[config.mk]
export PLATFORM = sky130hd
export DESIGN_NAME = instr_fetch_unit_flat
export DESIGN_NICKNAME = d
export VERILOG_FILES = /design/src/rtl/instr_fetch_unit_if.sv /design/src/rtl/instr_fetch_unit.sv /design/src/flat_wrapper.sv
export SDC_FILE = /design/constraint.sdc
export NUM_CORES = 1
export LEC_CHECK = 0
export BUFFER_PORTS_ARGS = -buffer_cell sky130_fd_sc_hd__clkbuf_2
export CORE_MARGIN = 2
export CORE_UTILIZATION = 45
export DETAILED_ROUTE_END_ITERATION = 10
export GPL_TIMING_DRIVEN = 1
export PLACE_DENSITY = 0.77
export REMOVE_ABC_BUFFERS = 1
export SLEW_MARGIN = 20
export SYNTH_ARGS = -nofsm -noshare
export SYNTH_HDL_FRONTEND = slang
export SYNTH_SLANG_ARGS = --single-unit
[constraint.sdc]
create_clock -name clk_i -period 5.65 [get_ports clk_i]
set_input_delay 0 -clock clk_i [delete_from_list [all_inputs] [get_ports clk_i]]
set_output_delay 0 -clock clk_i [all_outputs]
set_load 0.02 [all_outputs]
[src/rtl/instr_fetch_unit_if.sv]
// Fetch-stage bus bundle: instruction-memory request/response, redirect from execute,
// and the instruction handshake toward decode. Master is the fetch unit.
interface instr_fetch_unit_if;
  logic        imem_req_valid_o;
  logic        imem_req_ready_i;
  logic [31:0] imem_addr_o;
  logic        imem_rsp_valid_i;
  logic [31:0] imem_rsp_data_i;
  logic        redirect_i;
  logic [31:0] redirect_pc_i;
  logic        instr_valid_o;
  logic        instr_ready_i;
  logic [31:0] instr_o;
  logic [31:0] pc_o;
  logic [31:0] pc_plus4_o;

  modport master (
    output imem_req_valid_o, imem_addr_o, instr_valid_o, instr_o, pc_o, pc_plus4_o,
    input  imem_req_ready_i, imem_rsp_valid_i, imem_rsp_data_i,
           redirect_i, redirect_pc_i, instr_ready_i
  );

  modport slave (
    input  imem_req_valid_o, imem_addr_o, instr_valid_o, instr_o, pc_o, pc_plus4_o,
    output imem_req_ready_i, imem_rsp_valid_i, imem_rsp_data_i,
           redirect_i, redirect_pc_i, instr_ready_i
  );
endinterface

[src/rtl/instr_fetch_unit.sv]
// Instruction fetch: PC sequencing, credit-limited imem requests, in-order response
// capture into a small registered buffer, and redirect with in-flight response dropping.
module instr_fetch_unit #(
  parameter logic [31:0] RESET_PC = 32'h0000_0000,
  parameter int          DEPTH    = 2
) (
  input  logic               clk_i,
  input  logic               rst_i,
  instr_fetch_unit_if.master bus
);

  localparam int          CW  = $clog2(DEPTH + 1);
  localparam int          PW  = (DEPTH > 1) ? $clog2(DEPTH) : 1;
  localparam logic [31:0] NOP = 32'h0000_0013;

  logic [31:0]   fetch_pc_q, fetch_pc_d;
  logic [31:0]   rsp_pc_q, rsp_pc_d;
  logic [CW-1:0] out_q, out_d;
  logic [CW-1:0] drop_q, drop_d;
  logic [CW-1:0] cnt_q, cnt_d;
  logic [PW-1:0] rd_q, rd_d;
  logic [PW-1:0] wr_q, wr_d;
  logic [31:0]   buf_pc_q    [DEPTH];
  logic [31:0]   buf_instr_q [DEPTH];

  logic [CW+1:0] used;
  logic          req_fire, rsp_drop, rsp_live, pop, wr_en, head_vld;
  logic [31:0]   target;

  function automatic logic [PW-1:0] ptr_inc(input logic [PW-1:0] p);
    return (p == PW'(DEPTH - 1)) ? '0 : p + 1'b1;
  endfunction

  // Buffered, live in-flight and to-be-dropped requests all hold one credit each.
  assign used     = {2'b00, cnt_q} + {2'b00, out_q} + {2'b00, drop_q};
  assign bus.imem_req_valid_o = !rst_i && !bus.redirect_i && (used < (CW+2)'(DEPTH));
  assign bus.imem_addr_o      = fetch_pc_q;

  assign req_fire = bus.imem_req_valid_o && bus.imem_req_ready_i;
  assign rsp_drop = bus.imem_rsp_valid_i && (drop_q != '0);
  assign rsp_live = bus.imem_rsp_valid_i && (drop_q == '0) && (out_q != '0);
  assign head_vld = (cnt_q != '0);
  assign pop      = head_vld && bus.instr_ready_i;
  assign target   = bus.redirect_pc_i & ~32'h3;

  always_comb begin
    fetch_pc_d = fetch_pc_q;
    rsp_pc_d   = rsp_pc_q;
    out_d      = out_q;
    drop_d     = drop_q;
    cnt_d      = cnt_q;
    rd_d       = rd_q;
    wr_d       = wr_q;
    wr_en      = 1'b0;
    if (bus.redirect_i) begin
      fetch_pc_d = target;
      rsp_pc_d   = target;
      out_d      = '0;
      cnt_d      = '0;
      rd_d       = '0;
      wr_d       = '0;
      // A response arriving now retires one of the requests being turned into drops.
      drop_d     = drop_q + out_q -
                   CW'(bus.imem_rsp_valid_i && ((drop_q != '0) || (out_q != '0)));
    end else begin
      if (req_fire) fetch_pc_d = fetch_pc_q + 32'd4;
      if (rsp_drop) drop_d = drop_q - 1'b1;
      if (rsp_live) begin
        wr_en    = 1'b1;
        wr_d     = ptr_inc(wr_q);
        rsp_pc_d = rsp_pc_q + 32'd4;
      end
      if (pop) rd_d = ptr_inc(rd_q);
      out_d = out_q + CW'(req_fire) - CW'(rsp_live);
      cnt_d = cnt_q + CW'(rsp_live) - CW'(pop);
    end
  end

  always_ff @(posedge clk_i or posedge rst_i) begin
    if (rst_i) begin
      fetch_pc_q <= RESET_PC;
      rsp_pc_q   <= RESET_PC;
      out_q      <= '0;
      drop_q     <= '0;
      cnt_q      <= '0;
      rd_q       <= '0;
      wr_q       <= '0;
    end else begin
      fetch_pc_q <= fetch_pc_d;
      rsp_pc_q   <= rsp_pc_d;
      out_q      <= out_d;
      drop_q     <= drop_d;
      cnt_q      <= cnt_d;
      rd_q       <= rd_d;
      wr_q       <= wr_d;
    end
  end

  // Buffer payload is qualified by cnt_q, so it carries no reset.
  always_ff @(posedge clk_i) begin
    if (wr_en) begin
      buf_pc_q[wr_q]    <= rsp_pc_q;
      buf_instr_q[wr_q] <= bus.imem_rsp_data_i;
    end
  end

  assign bus.instr_valid_o = head_vld;
  assign bus.instr_o       = head_vld ? buf_instr_q[rd_q] : NOP;
  assign bus.pc_o          = head_vld ? buf_pc_q[rd_q] : 32'h0;
  assign bus.pc_plus4_o    = head_vld ? buf_pc_q[rd_q] + 32'd4 : 32'h0;

endmodule

[src/flat_wrapper.sv]
// flat-port wrapper written by rule: the top's interface ports become plain ports
module instr_fetch_unit_flat 
#(
  parameter logic [31:0] RESET_PC = 32'h0000_0000,
  parameter int          DEPTH    = 2
)
  (clk_i, rst_i, bus_imem_req_valid_o, bus_imem_addr_o, bus_instr_valid_o, bus_instr_o, bus_pc_o, bus_pc_plus4_o, bus_imem_req_ready_i, bus_imem_rsp_valid_i, bus_imem_rsp_data_i, bus_redirect_i, bus_redirect_pc_i, bus_instr_ready_i);
  instr_fetch_unit_if bus_i ();
  input  logic clk_i;
  input  logic rst_i;
  output wire logic [$bits(bus_i.imem_req_valid_o)-1:0] bus_imem_req_valid_o;
  output wire logic [$bits(bus_i.imem_addr_o)-1:0] bus_imem_addr_o;
  output wire logic [$bits(bus_i.instr_valid_o)-1:0] bus_instr_valid_o;
  output wire logic [$bits(bus_i.instr_o)-1:0] bus_instr_o;
  output wire logic [$bits(bus_i.pc_o)-1:0] bus_pc_o;
  output wire logic [$bits(bus_i.pc_plus4_o)-1:0] bus_pc_plus4_o;
  input wire logic [$bits(bus_i.imem_req_ready_i)-1:0] bus_imem_req_ready_i;
  input wire logic [$bits(bus_i.imem_rsp_valid_i)-1:0] bus_imem_rsp_valid_i;
  input wire logic [$bits(bus_i.imem_rsp_data_i)-1:0] bus_imem_rsp_data_i;
  input wire logic [$bits(bus_i.redirect_i)-1:0] bus_redirect_i;
  input wire logic [$bits(bus_i.redirect_pc_i)-1:0] bus_redirect_pc_i;
  input wire logic [$bits(bus_i.instr_ready_i)-1:0] bus_instr_ready_i;
  assign bus_imem_req_valid_o = bus_i.imem_req_valid_o;
  assign bus_imem_addr_o = bus_i.imem_addr_o;
  assign bus_instr_valid_o = bus_i.instr_valid_o;
  assign bus_instr_o = bus_i.instr_o;
  assign bus_pc_o = bus_i.pc_o;
  assign bus_pc_plus4_o = bus_i.pc_plus4_o;
  assign bus_i.imem_req_ready_i = bus_imem_req_ready_i;
  assign bus_i.imem_rsp_valid_i = bus_imem_rsp_valid_i;
  assign bus_i.imem_rsp_data_i = bus_imem_rsp_data_i;
  assign bus_i.redirect_i = bus_redirect_i;
  assign bus_i.redirect_pc_i = bus_redirect_pc_i;
  assign bus_i.instr_ready_i = bus_instr_ready_i;
  instr_fetch_unit #(.RESET_PC(RESET_PC), .DEPTH(DEPTH)) u_core (.clk_i(clk_i), .rst_i(rst_i), .bus(bus_i));
endmodule
-- Yosys cells after proc, flatten, opt, wreduce, memory -nomap -nowiden
Memory sizes are Yosys's and may differ from the RTL's.
Index checks and enable logic that the tools add are counted.
W data, S select, Z words.
- $add $sub $neg: 14
- $lt $le $gt $ge: 1
- mux-type cells: 21
- reductions and logical operators: 19
- operator list (kind ; number):
    $mux W32 ; 7
    $add A32 B3 Y32 const B ; 3
    $reduce_bool A2 Y1 ; 7
    $mux W1 ; 10
    $logic_and A1 B1 Y1 ; 8
    $mux W2 ; 4
    $sub A2 B1 Y2 ; 3
    $add A2 B1 Y2 ; 2
    $add A4 B2 Y4 ; 1
    $lt A4 B2 Y1 const B ; 1
    $add A2 B2 Y3 ; 1
    $add A1 B1 Y1 const B ; 2
    $add A2 B2 Y2 ; 1
    $logic_not A1 Y1 ; 2
    $logic_not A2 Y1 ; 1
    $sub A2 B1 Y2 const B ; 1
    $logic_or A1 B1 Y1 ; 1
- register bits: 72
- RAM bits: 128
- input bits: 70
- output and inout port bits: 130
- word-level logic and storage cells: 64
- memories: 2
- memory list (name ; depth ; bits a word ; rd ports ; clocked after memory_dff ; write ports ; line ; source):
    u_core.buf_instr_q ; 2 ; 32 ; 1 ; 0 ; 1 ; instr_fetch_unit.sv:24 ; logic [31:0] buf_instr_q [DEPTH];
    u_core.buf_pc_q ; 2 ; 32 ; 1 ; 0 ; 1 ; instr_fetch_unit.sv:23 ; logic [31:0] buf_pc_q [DEPTH];

-- Logic depth before layout (Yosys ltp)
- word-level depth: 8
- depth in mapped cells: 12
- mapped depth without buffers: 11

-- Worst setup path before layout
No wires, ideal clock.
- path kind: register -> register
- start point: reg u_core.drop_q[1]
- end point: mem u_core.buf_instr_q[0][0], enable pin
- library setup time: 0.558 ns
- arrival time: 5.140 ns
- required time: 5.092 ns
- setup slack: -0.048 ns
- cell stages (with the launch flop): 5
- path buffers: 0
- period minus slack after synthesis: 5.698 ns
- cells stage by stage: dfrtp_1 -> inv_1 -> ha_1 -> o211ai_2 -> nor3_1
- cells in the longest elaborated chain, start to end: 7
- RTL lines (what ; line ; source):
    start: declaration ; instr_fetch_unit.sv:19 ; logic [CW-1:0] drop_q, drop_d;
    start signal: assignment ; instr_fetch_unit.sv:92 ; drop_q <= drop_d;
    $logic_not A2 Y1 ; instr_fetch_unit.sv:41 ; assign rsp_live = bus.imem_rsp_valid_i && (drop_q == '0) && (out_q != '0);
    $logic_and A1 B1 Y1 (2 in a row) ; instr_fetch_unit.sv:41 ;
    $mux W1 ; instr_fetch_unit.sv:68 ; if (rsp_live) begin
    $mux W1 ; instr_fetch_unit.sv:55 ; if (bus.redirect_i) begin
    $mux W1 ; instr_fetch_unit.sv:101 ; if (wr_en) begin
    $mux W1 (implied by the code) ; instr_fetch_unit.sv:103 ; buf_instr_q[wr_q] <= bus.imem_rsp_data_i;
    end: declaration ; instr_fetch_unit.sv:24 ;
Every way passes these cells.

-- Worst setup path in the final report
- start point: reg u_core.rd_q
- end point: out bus_pc_plus4_o[31]
- cells in the longest elaborated chain, start to end: 3
- RTL lines (what ; line ; source):
    start: declaration ; instr_fetch_unit.sv:21 ; logic [PW-1:0] rd_q, rd_d;
    start signal: assignment ; instr_fetch_unit.sv:94 ; rd_q <= rd_d;
    $mem_v2 Z2 W32 ; - ;
    $add A32 B3 Y32 ; instr_fetch_unit.sv:110 ; assign bus.pc_plus4_o = head_vld ? buf_pc_q[rd_q] + 32'd4 : 32'h0;
    $mux W32 ; instr_fetch_unit.sv:110 ;
    end: declaration ; flat_wrapper.sv:16 ; output wire logic [$bits(bus_i.pc_plus4_o)-1:0] bus_pc_plus4_o;
Every way passes these cells.

==> flow_metrics.py <==
metrics = {
    "timing": {
        "worst-slew-pin-transition_ns": 1.04,
        "rsz0062_at_grt": "no",
        "final_hold_viol_count": 0,
        "post-route-min-period_ns": 3.77,
        "skew_ns": 0.0129,
        "period_share_pct": 66.7,
        "setup_viol": 0,
        "slew_violations": 0,
        "tns_ns": 0,
        "max-slew-margin-rel_pct": 30.8,
        "hold_slack_ns": 0.0678,
        "max_clock_freq_mhz": 265,
    },
    "cells_and_area": {
        "antenna_cells": 0,
        "fill_cells": 1811,
        "drive_gt1_share_pct": 24.7,
        "multi_input_area_sq_um": 4110,
        "num-nets-final": 1176,
        "layout.cells.non_filler": 1380,
        "final_area_sq_um": 12200,
        "syn2layout_area_growth_pct": 24.7,
        "register_area_sq_um": 5430,
    },
    "yosys": {
        "synth_area_per_cell_sq_um": 11.6,
        "synth_top_area_share_pct": 38.0,
        "synth-edff-count": 124,
        "yosys-top-cells-area": "edfxtp_1 38%, dfrtp_1 17%, mux2i_1 6.2%",
        "yosys.area_share.adder_pct": 1.94,
        "synthFlopType": "edfxtp_1",
        "async_flop_share_pct": 35.4,
        "ys_ff_latch": 192,
        "synth_area_sq_um": 9800,
        "yosysWarnings": 0,
        "synthSimpleGateAreaFrac_pct": 17.3,
        "netlist-cell-type-count": 64,
        "yosysTopAreaCell": "edfxtp_1",
        "synthMuxAreaShare_pct": 8.76,
        "synthXorXnorAreaFrac_pct": 5.90,
        "synth_top_family_by_area": "simple AND/OR/NAND/NOR gates",
        "synthCells": 848,
        "synth_compound_gate_area_share_pct": 7.70,
        "ys_seq_area_share_pct": 55.4,
    },
    "floorplanning": {
        "io_pins": 200,
        "rows": 53,
        "die_h_microns": 152,
        "die-area_sq_um": 23000,
        "start_util_pct": 46.2,
        "die_width_microns": 152,
        "core_sq_um": 21200,
    },
    "drt": {
        "via_per_inst": 5.40,
        "drc_errors": 0,
        "routedWlPerCell_microns": 16.8,
        "drt_iter0_markers": 450,
        "num_vias": 7446,
        "ant_nets": 0,
        "drtPass1Iterations": 5,
        "drt-total-wl_microns": 23100,
    },
    "worst_setup_path": {
        "cp_max_fo": 60,
        "required_ns": 5.65,
        "rr_endpoint": "u_core.bus.imem_addr_o[19]",
        "cpLargestDelayFamily": "flip-flops",
        "end_kind": "output pin",
        "critPathBufInv": 2,
        "path_cells": "buf_4, nand4_1, a211o_1, or3_4, nor4_2, mux2_1, clkbuf_2",
        "crit_type": "reg2out",
        "reg2reg_depth": 9,
        "cp_slowest_cell": "dfrtp_4",
        "rrSetupSlack_ns": 2.16,
        "cp-start-kind": "flop",
        "crit_arrival_ns": 3.77,
        "r2r_start": "u_core.out_q[0]",
        "cp_slowest_stage_delay_ns": 0.98,
    },
    "global_routing": {
        "grt_pass1_wl_microns": 35900,
        "antenna_found_initial": 0,
        "gr-usage-all-layers_pct": 20.1,
        "grt_busiest_layer": "met2",
        "grt_use_met2_pct": 33.6,
        "grt_use_met1_pct": 26.9,
        "grt_pass1_vias": 6999,
        "grt_start_max_net_pins": 73,
        "grt_overflow": 0,
        "met3_usage_pct": 3.68,
    },
    "clocking": {
        "post_cts_buffers": 0,
        "postCtsHoldBufs": 64,
        "root_buffer": "clkbuf_16",
        "cts_buffers": 17,
        "worstSkewPairLatency_ns": 0.44,
        "cts_tree": "done",
        "cts.sinks": 192,
        "cts_resized": 0,
        "cts_buffer_depth": 2,
        "cts.reportedPaths.clkPinSlew_ns": 0.07,
        "htreeDepth": 4,
    },
    "place": {
        "placed_area_sq_um": 11000,
        "gp_congestion": 0.902,
        "post-place-cells": 1284,
        "io_buffer_count": 191,
        "hpwl_microns": 16000,
    },
    "power_and_ir_drop": {
        "irDropWorstVdd_mv": 0.265,
        "p_per_area_nw_per_um2": 411,
        "p_leak_nw": 4.73,
    },
    "min_path": {
        "hp-class": "in2reg",
        "whs_path_depth": 4,
        "hold_path_startpoint": "bus_imem_rsp_valid_i",
        "holdPathEnd": "u_core.drop_q[1]",
    },
    "run": {
        "drv_cap": 0,
    },
    "run_status": {
        "run_status": "finished clean",
    },
}
==> how the worst max path moves through the flow <==
stage	from	end	cells past startpoint
detailed placement	u_core.cnt_q[0]	u_core.bus.imem_addr_o[19]	9
finish	u_core.rd_q	bus_pc_plus4_o[31]	7
global route	u_core.rd_q	bus_pc_plus4_o[31]	7
floorplan	u_core.drop_q[1]	u_core.buf_instr_q[0][0]	4
global placement	u_core.cnt_q[0]	u_core.bus.imem_addr_o[19]	9
CTS	u_core.rd_q	bus_pc_plus4_o[31]	7
==> cell families after synthesis <==
family / after synthesis
AO/OA/AOI/OAI: 108
other: 1
XOR/XNOR: 66
AND/OR/NAND/NOR: 322
adder cells (fa/ha/maj): 14
flip-flops: 192
buffers and inverters: 62
multiplexers: 83
==> layout by cell type (no fill, tap or decap), types with 6 or more instances in the layout <==
| cell type | synthesis | final |
|---|---|---|
| xor2_1 | 32 | 32 |
| and4_1 | 8 | 8 |
| nand2_1 | 64 | 64 |
| a21oi_1 | 16 | 16 |
| nor3_1 | 12 | 11 |
| nand4b_1 | 6 | 6 |
| nand3b_1 | 9 | 9 |
| buf_4 | 8 | 8 |
| mux2i_1 | 61 | 61 |
| ha_1 | 12 | 12 |
| a31oi_1 | 9 | 9 |
| conb_1 | 1 | 6 |
| o31ai_1 | 9 | 9 |
| dlygate4sd3_1 | 0 | 64 |
| inv_1 | 19 | 18 |
| clkbuf_16 | 0 | 17 |
| and2_1 | 13 | 13 |
| nand4_1 | 33 | 33 |
| nand3_1 | 41 | 41 |
| clkbuf_2 | 1 | 191 |
| edfxtp_1 | 124 | 124 |
| xnor2_1 | 34 | 34 |
| dfrtp_1 | 68 | 67 |
| and3_1 | 10 | 9 |
| mux2_2 | 21 | 21 |
| o21ai_0 | 31 | 31 |
| nor2_1 | 97 | 96 |
==> synthesized netlist by cell type, drive strengths merged (5+ instances only) <==
| cell type | count |
|---|---|
| dfrtp | 68 |
| nand2 | 64 |
| ha | 12 |
| o21ai | 31 |
| mux2 | 22 |
| clkbuf | 22 |
| nor4 | 7 |
| o31a | 5 |
| buf | 21 |
| xor2 | 32 |
| nand4b | 6 |
| o211ai | 6 |
| nand4 | 36 |
| or3 | 5 |
| a22oi | 7 |
| and4 | 8 |
| inv | 19 |
| mux2i | 61 |
| edfxtp | 124 |
| nand3 | 41 |
| nand3b | 10 |
| a21oi | 16 |
| and2 | 13 |
| nor3 | 14 |
| o31ai | 9 |
| and3 | 10 |
| a31oi | 9 |
| nor2 | 97 |
| xnor2 | 34 |
==> layout make-up <==
| cell class | count | share of cell area, % |
|---|---|---|
| clock buffer | 17 | 3.48 |
| timing repair buffer | 263 | 13.6 |
| inverter | 19 | 0.584 |
| clock inverter | 15 | 1.49 |
| sequential | 192 | 44.4 |
| multi-input combinational | 599 | 33.6 |
| tap | 275 | 2.82 |
==> where the power goes <==
part	leakage, nW	internal (mW)	switching (mW)
sequential	1.92	1.58	0.184
combinational	2.51	0.728	1.32
clock	0.297	0.604	0.605
total	4.73	2.92	2.10
==> worst reg2reg max path: cells and delay by family (launching register included) <==
family / cells / cell delay [ns]
multiplexers: 1 / 0.26
buffers and inverters: 1 / 0.07
flip-flops: 1 / 0.45
adder cells (fa/ha/maj): 3 / 1.32
XOR/XNOR: 1 / 0.17
AND/OR/NAND/NOR: 3 / 1.12
==> layer usage <==
layer  wire [microns]  vias to the layer above
met4              342                        0
met3             1460                       24
met5                0                        -
met2            10900                      250
li1                 -                     3599
met1            10400                     3573
==> state kept, by name (all words and copies together) (netlist names) <==
name	count
u_core.rd_q	1
u_core.buf_pc_q	60
u_core.cnt_q	2
u_core.rsp_pc_q	30
u_core.bus.imem_addr_o	30
u_core.drop_q	2
u_core.buf_instr_q	64
u_core.wr_q	1
u_core.out_q	2
==> stage by stage <==
stage,worst slack [ns],util [%],power (mW)
final,1.88,57.6,5.02
after detailed placement,2.21,51.7,3.82
after floorplan,-0.0506,-,3.17
after CTS,1.84,57.6,5.07
after global placement,2.27,51.7,3.79
after global routing,1.72,57.6,5.34
No activity file was read; power rests on OpenSTA's default activity.
